`src/rtl/combi_isa_ctrl_pkg.sv`:
```
// -----------------------------------------------------------------------------
// combi_pkg
//   Shared types and helpers for the ARM/RISC-V ISA-mode controller.
//   - isa_state_t   : controller states (run, drain older instructions, flip mode)
//   - drain_cnt_w() : width of the drain timer, $clog2(DRAIN_CYCLES), minimum 1
// -----------------------------------------------------------------------------
package combi_pkg;

  typedef enum logic [1:0] {
    ISA_RUN    = 2'd0,
    ISA_DRAIN  = 2'd1,
    ISA_SWITCH = 2'd2
  } isa_state_t;

  // The timer is loaded with DRAIN_CYCLES-1, so $clog2(DRAIN_CYCLES) bits are
  // enough; a single-cycle drain still needs one bit to hold the value zero.
  function automatic int drain_cnt_w(input int drain_cycles);
    int w;
    w = $clog2(drain_cycles);
    if (w < 32'sd1) begin
      return 32'sd1;
    end else begin
      return w;
    end
  endfunction

endpackage

```
`src/rtl/combi_isa_ctrl_if.sv`:
```
// -----------------------------------------------------------------------------
// combi_isa_ctrl_if
//   Bundle between the Decode stage / hazard unit (master) and the ISA-mode
//   controller (slave).
//   master -> slave : armD (decoder ISA decision), validD (real instruction),
//                     FlushD (hazard-unit flush of Decode)
//   slave -> master : armIn (current mode), wasNotFlushed (registered ~FlushD),
//                     IsaStallF / IsaStallD / IsaFlushE (ORed into the hazard
//                     unit), switchBusy (switch in progress), switchCount
//                     (saturating count of completed switches)
// -----------------------------------------------------------------------------
interface combi_isa_ctrl_if #(
  parameter int CNT_W = 16
);

  logic             armD;
  logic             validD;
  logic             FlushD;
  logic             armIn;
  logic             wasNotFlushed;
  logic             IsaStallF;
  logic             IsaStallD;
  logic             IsaFlushE;
  logic             switchBusy;
  logic [CNT_W-1:0] switchCount;

  modport master (
    output armD,
    output validD,
    output FlushD,
    input  armIn,
    input  wasNotFlushed,
    input  IsaStallF,
    input  IsaStallD,
    input  IsaFlushE,
    input  switchBusy,
    input  switchCount
  );

  modport slave (
    input  armD,
    input  validD,
    input  FlushD,
    output armIn,
    output wasNotFlushed,
    output IsaStallF,
    output IsaStallD,
    output IsaFlushE,
    output switchBusy,
    output switchCount
  );

endinterface

```
`src/rtl/combi_isa_ctrl.sv`:
```
// -----------------------------------------------------------------------------
// combi_isa_ctrl
//   ISA-mode controller for the combined ARM/RISC-V pipeline. Holds the
//   architectural mode that drives the decoder. When the instruction in Decode
//   resolves to the other ISA it freezes Fetch/Decode, bubbles Execute while
//   older instructions drain, flips the mode and then releases the held
//   instruction, which is re-decoded in the new mode.
//
// Parameters
//   RESET_ARM    : mode after reset (1 = ARM, 0 = RISC-V)
//   DRAIN_CYCLES : bubbles inserted before the flip (E/M/W depth), >= 1
//   CNT_W        : width of the completed-switch counter
//
// Ports
//   clk   : clock
//   reset : asynchronous, active-high
//   bus   : combi_isa_ctrl_if.slave (decoder/hazard-unit handshake)
// -----------------------------------------------------------------------------
module combi_isa_ctrl
  import combi_pkg::*;
#(
  parameter bit RESET_ARM    = 1'b0,
  parameter int DRAIN_CYCLES = 3,
  parameter int CNT_W        = 16
) (
  input logic             clk,
  input logic             reset,
  combi_isa_ctrl_if.slave bus
);

  localparam int               DCW        = drain_cnt_w(DRAIN_CYCLES);
  localparam logic [DCW-1:0]   DRAIN_LOAD = DCW'(DRAIN_CYCLES - 32'sd1);
  localparam logic [DCW-1:0]   DCNT_ONE   = DCW'(32'd1);
  localparam logic [DCW-1:0]   DCNT_ZERO  = DCW'(32'd0);
  localparam logic [CNT_W-1:0] COUNT_ONE  = CNT_W'(32'd1);
  localparam logic [CNT_W-1:0] COUNT_MAX  = {CNT_W{1'b1}};

  isa_state_t       state_r;
  isa_state_t       state_s;
  logic             arm_r;
  logic             arm_s;
  logic             pending_r;
  logic             pending_s;
  logic [DCW-1:0]   dcnt_r;
  logic [DCW-1:0]   dcnt_s;
  logic [CNT_W-1:0] count_r;
  logic [CNT_W-1:0] count_s;
  logic             wnf_r;
  logic             busy_r;
  logic             stall_s;
  logic             mismatch_s;

  // An instruction only triggers a switch if it is real, was not flushed on
  // its way into Decode, is not being flushed now, and targets the other ISA.
  assign mismatch_s = bus.validD & wnf_r & ~bus.FlushD & (bus.armD != arm_r);

  // Next-state, timer, mode and counter logic plus the Mealy stall term.
  always_comb begin
    state_s   = state_r;
    arm_s     = arm_r;
    pending_s = pending_r;
    dcnt_s    = dcnt_r;
    count_s   = count_r;
    stall_s   = 1'b0;

    case (state_r)
      ISA_RUN: begin
        if (mismatch_s) begin
          // Stall in the detection cycle itself so the mismatching
          // instruction never reaches Execute.
          stall_s   = 1'b1;
          state_s   = ISA_DRAIN;
          pending_s = bus.armD;
          dcnt_s    = DRAIN_LOAD;
        end else begin
          state_s = ISA_RUN;
        end
      end

      ISA_DRAIN: begin
        stall_s = 1'b1;
        if (bus.FlushD) begin
          // Held instruction was on a wrong path: abandon without committing.
          state_s = ISA_RUN;
        end else if (dcnt_r == DCNT_ZERO) begin
          state_s = ISA_SWITCH;
          arm_s   = pending_r;
        end else begin
          dcnt_s = dcnt_r - DCNT_ONE;
        end
      end

      ISA_SWITCH: begin
        // Older instructions have all retired, so FlushD cannot abort here.
        stall_s = 1'b1;
        state_s = ISA_RUN;
        if (count_r != COUNT_MAX) begin
          count_s = count_r + COUNT_ONE;
        end else begin
          count_s = count_r;
        end
      end

      default: begin
        state_s = ISA_RUN;
      end
    endcase
  end

  // Controller registers; reset aborts any partial switch immediately.
  always_ff @(posedge clk or posedge reset) begin
    if (reset) begin
      state_r   <= ISA_RUN;
      arm_r     <= RESET_ARM;
      pending_r <= RESET_ARM;
      dcnt_r    <= DCNT_ZERO;
      count_r   <= {CNT_W{1'b0}};
      wnf_r     <= 1'b0;
      busy_r    <= 1'b0;
    end else begin
      state_r   <= state_s;
      arm_r     <= arm_s;
      pending_r <= pending_s;
      dcnt_r    <= dcnt_s;
      count_r   <= count_s;
      // Not gated by the stall: a held instruction stays marked unflushed.
      wnf_r     <= ~bus.FlushD;
      // Registered copy of (next state != RUN) is exactly the Moore busy flag.
      busy_r    <= (state_s != ISA_RUN);
    end
  end

  assign bus.armIn         = arm_r;
  assign bus.wasNotFlushed = wnf_r;
  assign bus.IsaStallF     = stall_s;
  assign bus.IsaStallD     = stall_s;
  assign bus.IsaFlushE     = stall_s;
  assign bus.switchBusy    = busy_r;
  assign bus.switchCount   = count_r;

endmodule

```
`src/flat_wrapper.sv`:
```
// flat-port wrapper written by rule: the top's interface ports become plain ports
module combi_isa_ctrl_flat import combi_pkg::*;
#(
  parameter bit RESET_ARM    = 1'b0,
  parameter int DRAIN_CYCLES = 3,
  parameter int CNT_W        = 16
)
  (clk, reset, bus_armD, bus_validD, bus_FlushD, bus_armIn, bus_wasNotFlushed, bus_IsaStallF, bus_IsaStallD, bus_IsaFlushE, bus_switchBusy, bus_switchCount);
  combi_isa_ctrl_if #(.CNT_W(CNT_W)) bus_i ();
  input logic clk;
  input logic reset;
  input wire logic [$bits(bus_i.armD)-1:0] bus_armD;
  input wire logic [$bits(bus_i.validD)-1:0] bus_validD;
  input wire logic [$bits(bus_i.FlushD)-1:0] bus_FlushD;
  output wire logic [$bits(bus_i.armIn)-1:0] bus_armIn;
  output wire logic [$bits(bus_i.wasNotFlushed)-1:0] bus_wasNotFlushed;
  output wire logic [$bits(bus_i.IsaStallF)-1:0] bus_IsaStallF;
  output wire logic [$bits(bus_i.IsaStallD)-1:0] bus_IsaStallD;
  output wire logic [$bits(bus_i.IsaFlushE)-1:0] bus_IsaFlushE;
  output wire logic [$bits(bus_i.switchBusy)-1:0] bus_switchBusy;
  output wire logic [$bits(bus_i.switchCount)-1:0] bus_switchCount;
  assign bus_i.armD = bus_armD;
  assign bus_i.validD = bus_validD;
  assign bus_i.FlushD = bus_FlushD;
  assign bus_armIn = bus_i.armIn;
  assign bus_wasNotFlushed = bus_i.wasNotFlushed;
  assign bus_IsaStallF = bus_i.IsaStallF;
  assign bus_IsaStallD = bus_i.IsaStallD;
  assign bus_IsaFlushE = bus_i.IsaFlushE;
  assign bus_switchBusy = bus_i.switchBusy;
  assign bus_switchCount = bus_i.switchCount;
  combi_isa_ctrl #(.RESET_ARM(RESET_ARM), .DRAIN_CYCLES(DRAIN_CYCLES), .CNT_W(CNT_W)) u_core (.clk(clk), .reset(reset), .bus(bus_i));
endmodule
```
`config.mk`:
```
export PLATFORM = sky130hd
export DESIGN_NAME = combi_isa_ctrl_flat
export DESIGN_NICKNAME = d
export VERILOG_FILES = /design/src/rtl/combi_isa_ctrl_pkg.sv /design/src/rtl/combi_isa_ctrl_if.sv /design/src/rtl/combi_isa_ctrl.sv /design/src/flat_wrapper.sv
export SDC_FILE = /design/constraint.sdc
export NUM_CORES = 1
export LEC_CHECK = 0
export ABC_AREA = 1
export BUFFER_PORTS_ARGS = -buffer_cell sky130_fd_sc_hd__buf_4
export CELL_PAD_IN_SITES_DETAIL_PLACEMENT = 0
export CELL_PAD_IN_SITES_GLOBAL_PLACEMENT = 1
export CORE_MARGIN = 2
export CORE_UTILIZATION = 39
export DETAILED_ROUTE_END_ITERATION = 16
export PLACE_DENSITY_LB_ADDON = 0.12
export SLEW_MARGIN = 20
export SYNTH_ARGS = -nofsm -noshare
export SYNTH_HDL_FRONTEND = slang
export SYNTH_SLANG_ARGS = --single-unit
```
`constraint.sdc`:
```
create_clock -name clk -period 2 [get_ports clk]
set_input_delay 0.2 -clock clk [delete_from_list [all_inputs] [get_ports clk]]
set_output_delay 0.2 -clock clk [all_outputs]
set_load 0.01 [all_outputs]
```
* After elaboration in Yosys (flattened, before gate mapping)
Cells that the tools add are included.
** Word-level totals
- Logic and storage cells :: 39
- Register bits :: 24
- Bits of input ports :: 5
- Output and inout bits :: 22
** Cells by class
- Bitwise gates (word level) :: 4
- Mux-type cells :: 10
- Eq/ne operators :: 7
- $add $sub $neg :: 2
- Reductions and logical operators :: 9
** Operators by type and width (count)
- 16-bit by 1-bit adder with 16-bit output, second input constant :: 1
- 16-bit != test, second input constant :: 1
- 2-bit 2-to-1 mux :: 5
- 2-bit case mux with 2 select lines :: 2
- 2-bit zero test :: 2
- 2-bit != test, second input constant :: 2
- 2-bit AND reduction :: 2
- 4-bit AND reduction :: 1
- 2-bit nonzero test :: 2
- 1-bit AND :: 3
- 3-bit AND reduction :: 1
- 2-bit by 1-bit == test with 1-bit output, second input constant :: 1
- 2-bit == test, second input constant :: 1
- 1-bit 2-to-1 mux :: 2
- 2-bit by 1-bit != test with 1-bit output, second input constant :: 1
- 1-bit case mux with 2 select lines :: 1
- 2-bit OR reduction :: 1
- 2-bit by 1-bit subtractor with 2-bit output, second input constant :: 1
- 1-bit != test :: 1
- 1-bit NOT :: 1

* Longest topological paths before layout
Gate-level depths: netlist (run 1).
- Depth in word-level cells :: 6
- Gate-level depth with buffers :: 10
- Gate-level depth less buffers :: 10

* Worst setup path after synthesis (run 1)
OpenSTA, ideal clock, no wires.
- Kind :: register -> output
- Start point :: register u_core.state_r[0]
- End point :: output bus_IsaStallD
- Stages on the path, launching flop included :: 8
- Path slack :: 466 ps
- Path buffers :: 1
- Data required time :: 1800 ps
- Data arrival time :: 1334 ps
- Cell sequence :: dfrtp_1 > inv_1 > ha_1 > nand2_1 > nor2_1 > nand2_1 > a21oi_1 > buf_4
** On the way
- Word-level cells in the longest chain between the ends :: 3
- Elaborated cells on any way between the ends :: 5
** RTL lines
- start, declared :: line combi_isa_ctrl.sv:38 : isa_state_t state_r;
- start signal, assigned :: line combi_isa_ctrl.sv:121 : state_r <= state_s;
- 2-bit by 1-bit == test with 1-bit output or 2-bit == test (tied branches) :: line combi_isa_ctrl.sv:66 : case (state_r)
- 2-bit OR reduction (no source line)
- 1-bit case mux with 2 select lines (*) :: line combi_isa_ctrl.sv:66
- end, declared :: line flat_wrapper.sv:18 : output wire logic [$bits(bus_i.IsaStallD)-1:0] bus_IsaStallD;
Mark *: on every way between the ends. The rest lies on a longest branch, timed or not.

* Worst setup path in the final report (run 1)
- Start point :: register u_core.state_r[0]
- End point :: output bus_IsaStallF
** On the way
- Word-level cells in the longest chain between the ends :: 3
- Elaborated cells on any way between the ends :: 5
** RTL lines
- 2-bit by 1-bit == test with 1-bit output or 2-bit == test (tied branches) :: line combi_isa_ctrl.sv:66
- 2-bit OR reduction (no source line)
- 1-bit case mux with 2 select lines (*) :: line combi_isa_ctrl.sv:66
- end, declared :: line flat_wrapper.sv:17 : output wire logic [$bits(bus_i.IsaStallF)-1:0] bus_IsaStallF;
Marked as above.

==> impl_metrics.json, run 1 <==
{
  "grt.total_usage_pct": 16.48,
  "postSynthRegisterBits": 24,
  "vias_per_cell": 4.739,
  "cp.required_ps": 1800,
  "final-hold-violation-count": 0,
  "drtIter0Drc": 41,
  "worst_path_max_delay_cell": "dfrtp_1",
  "setup_viol": 0,
  "grt_overflow": 0,
  "cts-root-buf": "clkbuf_8",
  "drc": 0,
  "area_growth_pct": 22.61,
  "wl_per_cell_um": 11.46,
  "seq_area_um2": 600.6,
  "port_buffers": 26,
  "syn_area_um2": 1466,
  "nets": 240,
  "boundaryPins": 27,
  "tns_ps": 0,
  "antenna_found_initial": 0,
  "fmax_mhz": 551.7,
  "worstPathMaxFanout": 5,
  "cp-start-kind": "flop",
  "drt-total-wl_um": 3164,
  "worstSetupPathDepth": 7,
  "syn_nets": 209,
  "hold_class": "primary input to flop",
  "ant_nets": 0,
  "initial_core_util_pct": 40.36,
  "synth-seq-area-share_pct": 40.96,
  "cellLeakagePower_uw": 0.0008978,
  "cts_buffers": 3,
  "clk_latency_ps": 270,
  "end_kind": "output port",
  "synth_area_leaders": "dfrtp_1 41%, nand2_1 16%, inv_1 6.7%",
  "critPathMostFrequentCell": "nand2_1",
  "crit_family": "flip-flops",
  "dieArea_um2": 4267,
  "grt_pass1_vias": 1253,
  "multi_input_area_um2": 740.7,
  "drv_slew": 0,
  "slowest_delay_ps": 420,
  "synth_fa_ha_area_share_pct": 5.119,
  "finClkSkew_ps": 4.346,
  "first_pass_iters": 6,
  "cts_tree": "built",
  "whs_path_depth": 2,
  "die_w_um": 65.32,
  "worst_r2r_path_depth": 9,
  "maxCapViolations": 0,
  "grt_pass1_wl_um": 5451,
  "max_slew_margin_pct": 74.79,
  "drive_above_1_share_pct": 22.37,
  "gp_congestion": 0.7974,
  "core-area_um2": 3633,
  "cp.arrival_ps": 1610,
  "syn_area_per_cell_um2": 7.406,
  "synthXorXnorAreaFrac_pct": 2.986,
  "synthSimpleGateAreaFrac_pct": 35.07,
  "synth.area.mux_share_pct": 0,
  "mostFrequentLayoutCell": "nand2_1",
  "worstSetupPathType": "flop to output port",
  "grt_max_degree": 25,
  "vias": 1308,
  "syn-instance-count": 198,
  "power_uw": 1325,
  "ctsHtreeMaxLevel": 1,
  "synth-compound-area-share_pct": 7.082,
  "dpl.hpwl_um": 2434,
  "cts.sinks": 24,
  "critPathBufInv": 2,
  "synth_top_area_share_pct": 40.96,
  "yosysTopAreaCell": "dfrtp_1",
  "yosys_warnings": 0,
  "n_antenna_cell": 0,
  "outcome": "finished, final reports clean",
  "final_cell_mix": "62 x nand2_1, 29 x buf_4, 26 x inv_1",
  "synth_top_family_by_area": "simple AND/OR/NAND/NOR gates",
  "ys_types": 23,
  "die_y_um": 65.32,
  "cts.clk_slew.worst_paths_ps": 90,
  "rsz0062_at_grt": "no",
  "clockBufferDepth": 2,
  "crit_chain": "inv_1 > ha_1 > nand2_1 > nor2_1 > nand2_1 > a21oi_2 > buf_4",
  "ir_drop_uv": 401.1,
  "worstMarginPinSlew_ps": 374.2,
  "nFillCells": 382,
  "rows": 22,
  "p_per_area_nw_per_um2": 736.9,
  "fin_crit_ps": 1813,
  "fin_crit_sh_pct": 90.63
}
-- synth_stat cells (all sizes together) --
cell    count
o21ai      12
nor3        1
or2         1
dfrtp      24
ha          6
o21bai      1
xnor2       2
o31ai       2
buf         4
nand3b      1
nand3      17
xor2        3
nand4       3
nor2       25
a21oi       2
inv        26
nand2      68
-- final cells by class --
type | count | area share [%]
Clock buffer | 3 | 2.296
Timing Repair Buffer | 30 | 12.67
Sequential cell | 24 | 33.40
Clock inverter | 1 | 1.670
Inverter | 26 | 5.428
Multi-Input combinational cell | 144 | 41.20
Tap cell | 48 | 3.340
-- sequential cells by signal (all words and copies together) (netlist names) --
name	flops
u_core.bus.switchCount	16
u_core.dcnt_r	2
u_core.state_r	2
u_core.bus.armIn	1
u_core.bus.switchBusy	1
u_core.bus.wasNotFlushed	1
u_core.pending_r	1
-- power by group --
| part | internal, uW | switching [uW] |
|---|---|---|
| combinational | 133 | 155 |
| sequential | 547 | 61.5 |
| clock | 268 | 160 |
| total | 948 | 377 |
-- timing repair --
action,in CTS,in global routing
gates resized for setup,0,1
endpoints found under the setup margin,0,3
buffers inserted,0,0
hold buffers,1,0
hold endpoints to repair,24,0
-- final timing paths --
kind                                                       start                                     end  slack (ps)
max in group asynchronous                                  reset  u_core.bus.switchCount[12]$_DFFE_PP0P_        1230
min reg2reg                         u_core.dcnt_r[1]$_DFFE_PP0P_            u_core.dcnt_r[1]$_DFFE_PP0P_         480
max reg2reg                u_core.bus.switchCount[0]$_DFFE_PP0P_   u_core.bus.switchCount[4]$_DFFE_PP0P_         320
min                                                   bus_FlushD      u_core.bus.wasNotFlushed$_DFF_PP0_         130
min in group asynchronous                                  reset   u_core.bus.switchCount[2]$_DFFE_PP0P_         530
max                                  u_core.state_r[0]$_DFF_PP0_                           bus_IsaStallF         190
-- layer usage --
metal / GRT usage, % / share of wire [%]
met2: 26.79 / 45
met3: 2.397 / 3.2
met5: 0 / 0
met4: 6.250 / 1.6
met1: 22.19 / 50
-- logic make-up after synthesis --
group / count (synthesis)
compound gates: 17
buf+inv: 30
simple gates: 116
flops: 24
xor+xnor: 5
fa+ha+maj: 6
-- through the flow --
| stage | cell area, um^2 | setup WS (ps) | std cells | util [%] | hold slack, ps |
|---|---|---|---|---|---|
| floorplan | 1466 | 466.1 | 198 | - | 214.6 |
| global placement | 1713 | 435.7 | 271 | 47.14 | 272.6 |
| detailed placement | 1713 | 341.6 | 271 | 47.14 | 276.5 |
| CTS | 1794 | 116.0 | 276 | 49.38 | 125.4 |
| global route | 1798 | 20.17 | 276 | 49.48 | 133.1 |
| finish | 1798 | 187.3 | 276 | 49.48 | 133.8 |
Note: power is estimated with default switching activity, not from simulation.
==> inputs of run 2 (changes only) <==
==> constraint.sdc (replaced) <==
create_clock -name clk -period 2 [get_ports clk]
set_input_delay 0.2 -clock clk [delete_from_list [all_inputs] [get_ports clk]]
set_output_delay 0.2 -clock clk [all_outputs]
set_load 0.02 [all_outputs]
==> run 2 against run 1 <==
  * Routed wire length down 3.4%
  * Register-to-register slack better by 50 ps
  * Setup slack worse by 24 ps
  * Critical path type unchanged
  * First-iteration DRC count up 32%
  * Non-clock buffer count unchanged
  * Clock power down 23%
  * Largest power group unchanged
  * Cell count unchanged
  * Total power down 4.7%
  * Sequential power about the same
==> impl_metrics.json, run 2 (synthesized netlist as in run 1, its figures left out) <==
{
  "comb_power_share_pct": 26.0,
  "cts_tree": "built",
  "seq_area_um2": 600.6,
  "area_growth_pct": 21.67,
  "dpl.hpwl_um": 2384,
  "vias_per_cell": 4.710,
  "nFillCells": 397,
  "cp-start-kind": "flop",
  "drt-total-wl_um": 3055,
  "ctsHtreeMaxLevel": 1,
  "initial_core_util_pct": 40.36,
  "setup_viol": 0,
  "fmax_mhz": 544.6,
  "gp_congestion": 0.7775,
  "mostFrequentLayoutCell": "nand2_1",
  "ir_drop_uv": 381.1,
  "hp-start": "bus_FlushD",
  "first_pass_iters": 4,
  "timing.reg2reg.setup_slack_ps": 370,
  "final_cell_mix": "61 x nand2_1, 29 x buf_4, 26 x inv_1",
  "worstPathMaxFanout": 5,
  "vias": 1300,
  "n_antenna_cell": 0,
  "power.share.clock_pct": 26.0,
  "end_kind": "output port",
  "ant_nets": 0,
  "die_w_um": 65.32,
  "cp.required_ps": 1800,
  "swShare_pct": 32.00,
  "r2r_end": "u_core.bus.switchCount[2]$_DFFE_PP0P_",
  "grt_pass1_wl_um": 5664,
  "cts.clk_slew.worst_paths_ps": 80,
  "core-area_um2": 3633,
  "largest_reg_flops": 16,
  "clockBufferDepth": 2,
  "cts.sinks": 24,
  "hold_class": "primary input to flop",
  "cts-root-buf": "clkbuf_8",
  "antenna_found_initial": 0,
  "drv_slew": 0,
  "drtIter0Drc": 54,
  "wl_per_cell_um": 11.07,
  "multi_input_area_um2": 743.2,
  "rows": 22,
  "p_sw_uw": 403.9,
  "worstSetupPathType": "flop to output port",
  "grt_overflow": 0,
  "nets": 240,
  "drc": 0,
  "die_y_um": 65.32,
  "fin_crit_ps": 1836,
  "rsz0062_at_grt": "no",
  "drive_above_1_share_pct": 22.81,
  "cts_buffers": 3,
  "cp.arrival_ps": 1640,
  "grt_pass1_vias": 1238,
  "clk_latency_ps": 260,
  "finClkSkew_ps": 6.013,
  "cellLeakagePower_uw": 0.0008915,
  "p_per_area_nw_per_um2": 707.4,
  "worstMarginPinSlew_ps": 368.7,
  "dieArea_um2": 4267,
  "whs_path_depth": 2,
  "outcome": "finished, final reports clean",
  "port_buffers": 26,
  "grt.total_usage_pct": 16.76,
  "r2r-start": "u_core.bus.switchCount[0]$_DFFE_PP0P_",
  "fin_crit_sh_pct": 91.82,
  "stdcell_area_um2": 1784,
  "placed_cell_area_um2": 1713,
  "max_slew_margin_pct": 75.40,
  "holdPathEnd": "u_core.bus.wasNotFlushed$_DFF_PP0_",
  "final-hold-violation-count": 0,
  "pwr-share-seq_pct": 48.1,
  "grt_max_degree": 25,
  "boundaryPins": 27,
  "tns_ps": 0,
  "power.internal_uw": 858.2,
  "maxCapViolations": 0,
  "worst_r2r_path_depth": 9
}
run 2: cell types whose count changed in the layout (fill, tap and decap cells not counted), sizes merged:
cell    before  now
bufinv       1    0
clkbuf       3    4
run 2: worst max path at each step:
stage | slack [ps] | to | start
3_3_place_gp | 430 | u_core.bus.switchCount[4]$_DFFE_PP0P_ | u_core.bus.switchCount[0]$_DFFE_PP0P_
5_1_grt | 30 | bus_IsaStallF | u_core.state_r[0]$_DFF_PP0_
2_1_floorplan | 280 | bus_IsaStallD | u_core.state_r[0]$_DFF_PP0_
3_5_place_dp | 370 | u_core.bus.switchCount[9]$_DFFE_PP0P_ | u_core.bus.switchCount[0]$_DFFE_PP0P_
6_report | 160 | bus_IsaStallF | u_core.state_r[0]$_DFF_PP0_
4_1_cts | 80 | bus_IsaStallF | u_core.state_r[0]$_DFF_PP0_
run 2: timing repair:
item / 4_1_cts / 5_1_grt
hold buffers: 1 / 0
hold endpoints to repair: 24 / 0
setup endpoints to repair: 0 / 3
buffers inserted: 0 / 0
resized for setup: 0 / 2
run 2: power by group through the flow:
stage / clock network, uW / logic, uW / registers, uW
floorplan: 0 / 171 / 652
global placement: 0 / 318 / 612
detailed placement: 0 / 324 / 618
CTS: 342 / 328 / 607
global route: 366 / 374 / 622
finish: 328 / 328 / 607
run 2: metrics by stage:
step	std cells	utilization, %	hold WS (ps)	total power, uW	setup slack, ps
after floorplan	198	-	214.6	822.0	276.5
after global placement	271	47.14	275.3	930.5	431.8
after detailed placement	271	47.14	278.2	941.7	368.0
after CTS	276	48.93	133.9	1277	83.45
after global routing	276	49.10	133.2	1363	27.30
final	276	49.10	140.1	1262	163.6
run 2: worst max-delay path: stages (launching register included):
cell and delay [ps]:
dfrtp_1 430, inv_1 100, ha_1 190, nand2_1 70, nor2_1 130, nand2_2 110, a21oi_2 190, buf_4 160
run 2: final cells by class:
| cell class | count | area share (%) |
|---|---|---|
| Timing Repair Buffer | 30 | 12.76 |
| Sequential cell | 24 | 33.66 |
| Inverter | 26 | 5.470 |
| Tap cell | 48 | 3.366 |
| Multi-Input combinational cell | 144 | 41.66 |
| Clock buffer | 4 | 3.086 |
run 2: metal layers:
| metal | up-vias | share of wire [%] | global-route usage [%] | wire, um |
|---|---|---|---|---|
| li1 | 678 | - | - | - |
| met1 | 604 | 52 | 25.00 | 1586 |
| met2 | 16 | 45 | 25.89 | 1383 |
| met3 | 2 | 2.3 | 2.055 | 69 |
| met4 | 0 | 0.49 | 3.906 | 15 |
| met5 | - | 0 | 0 | 0 |
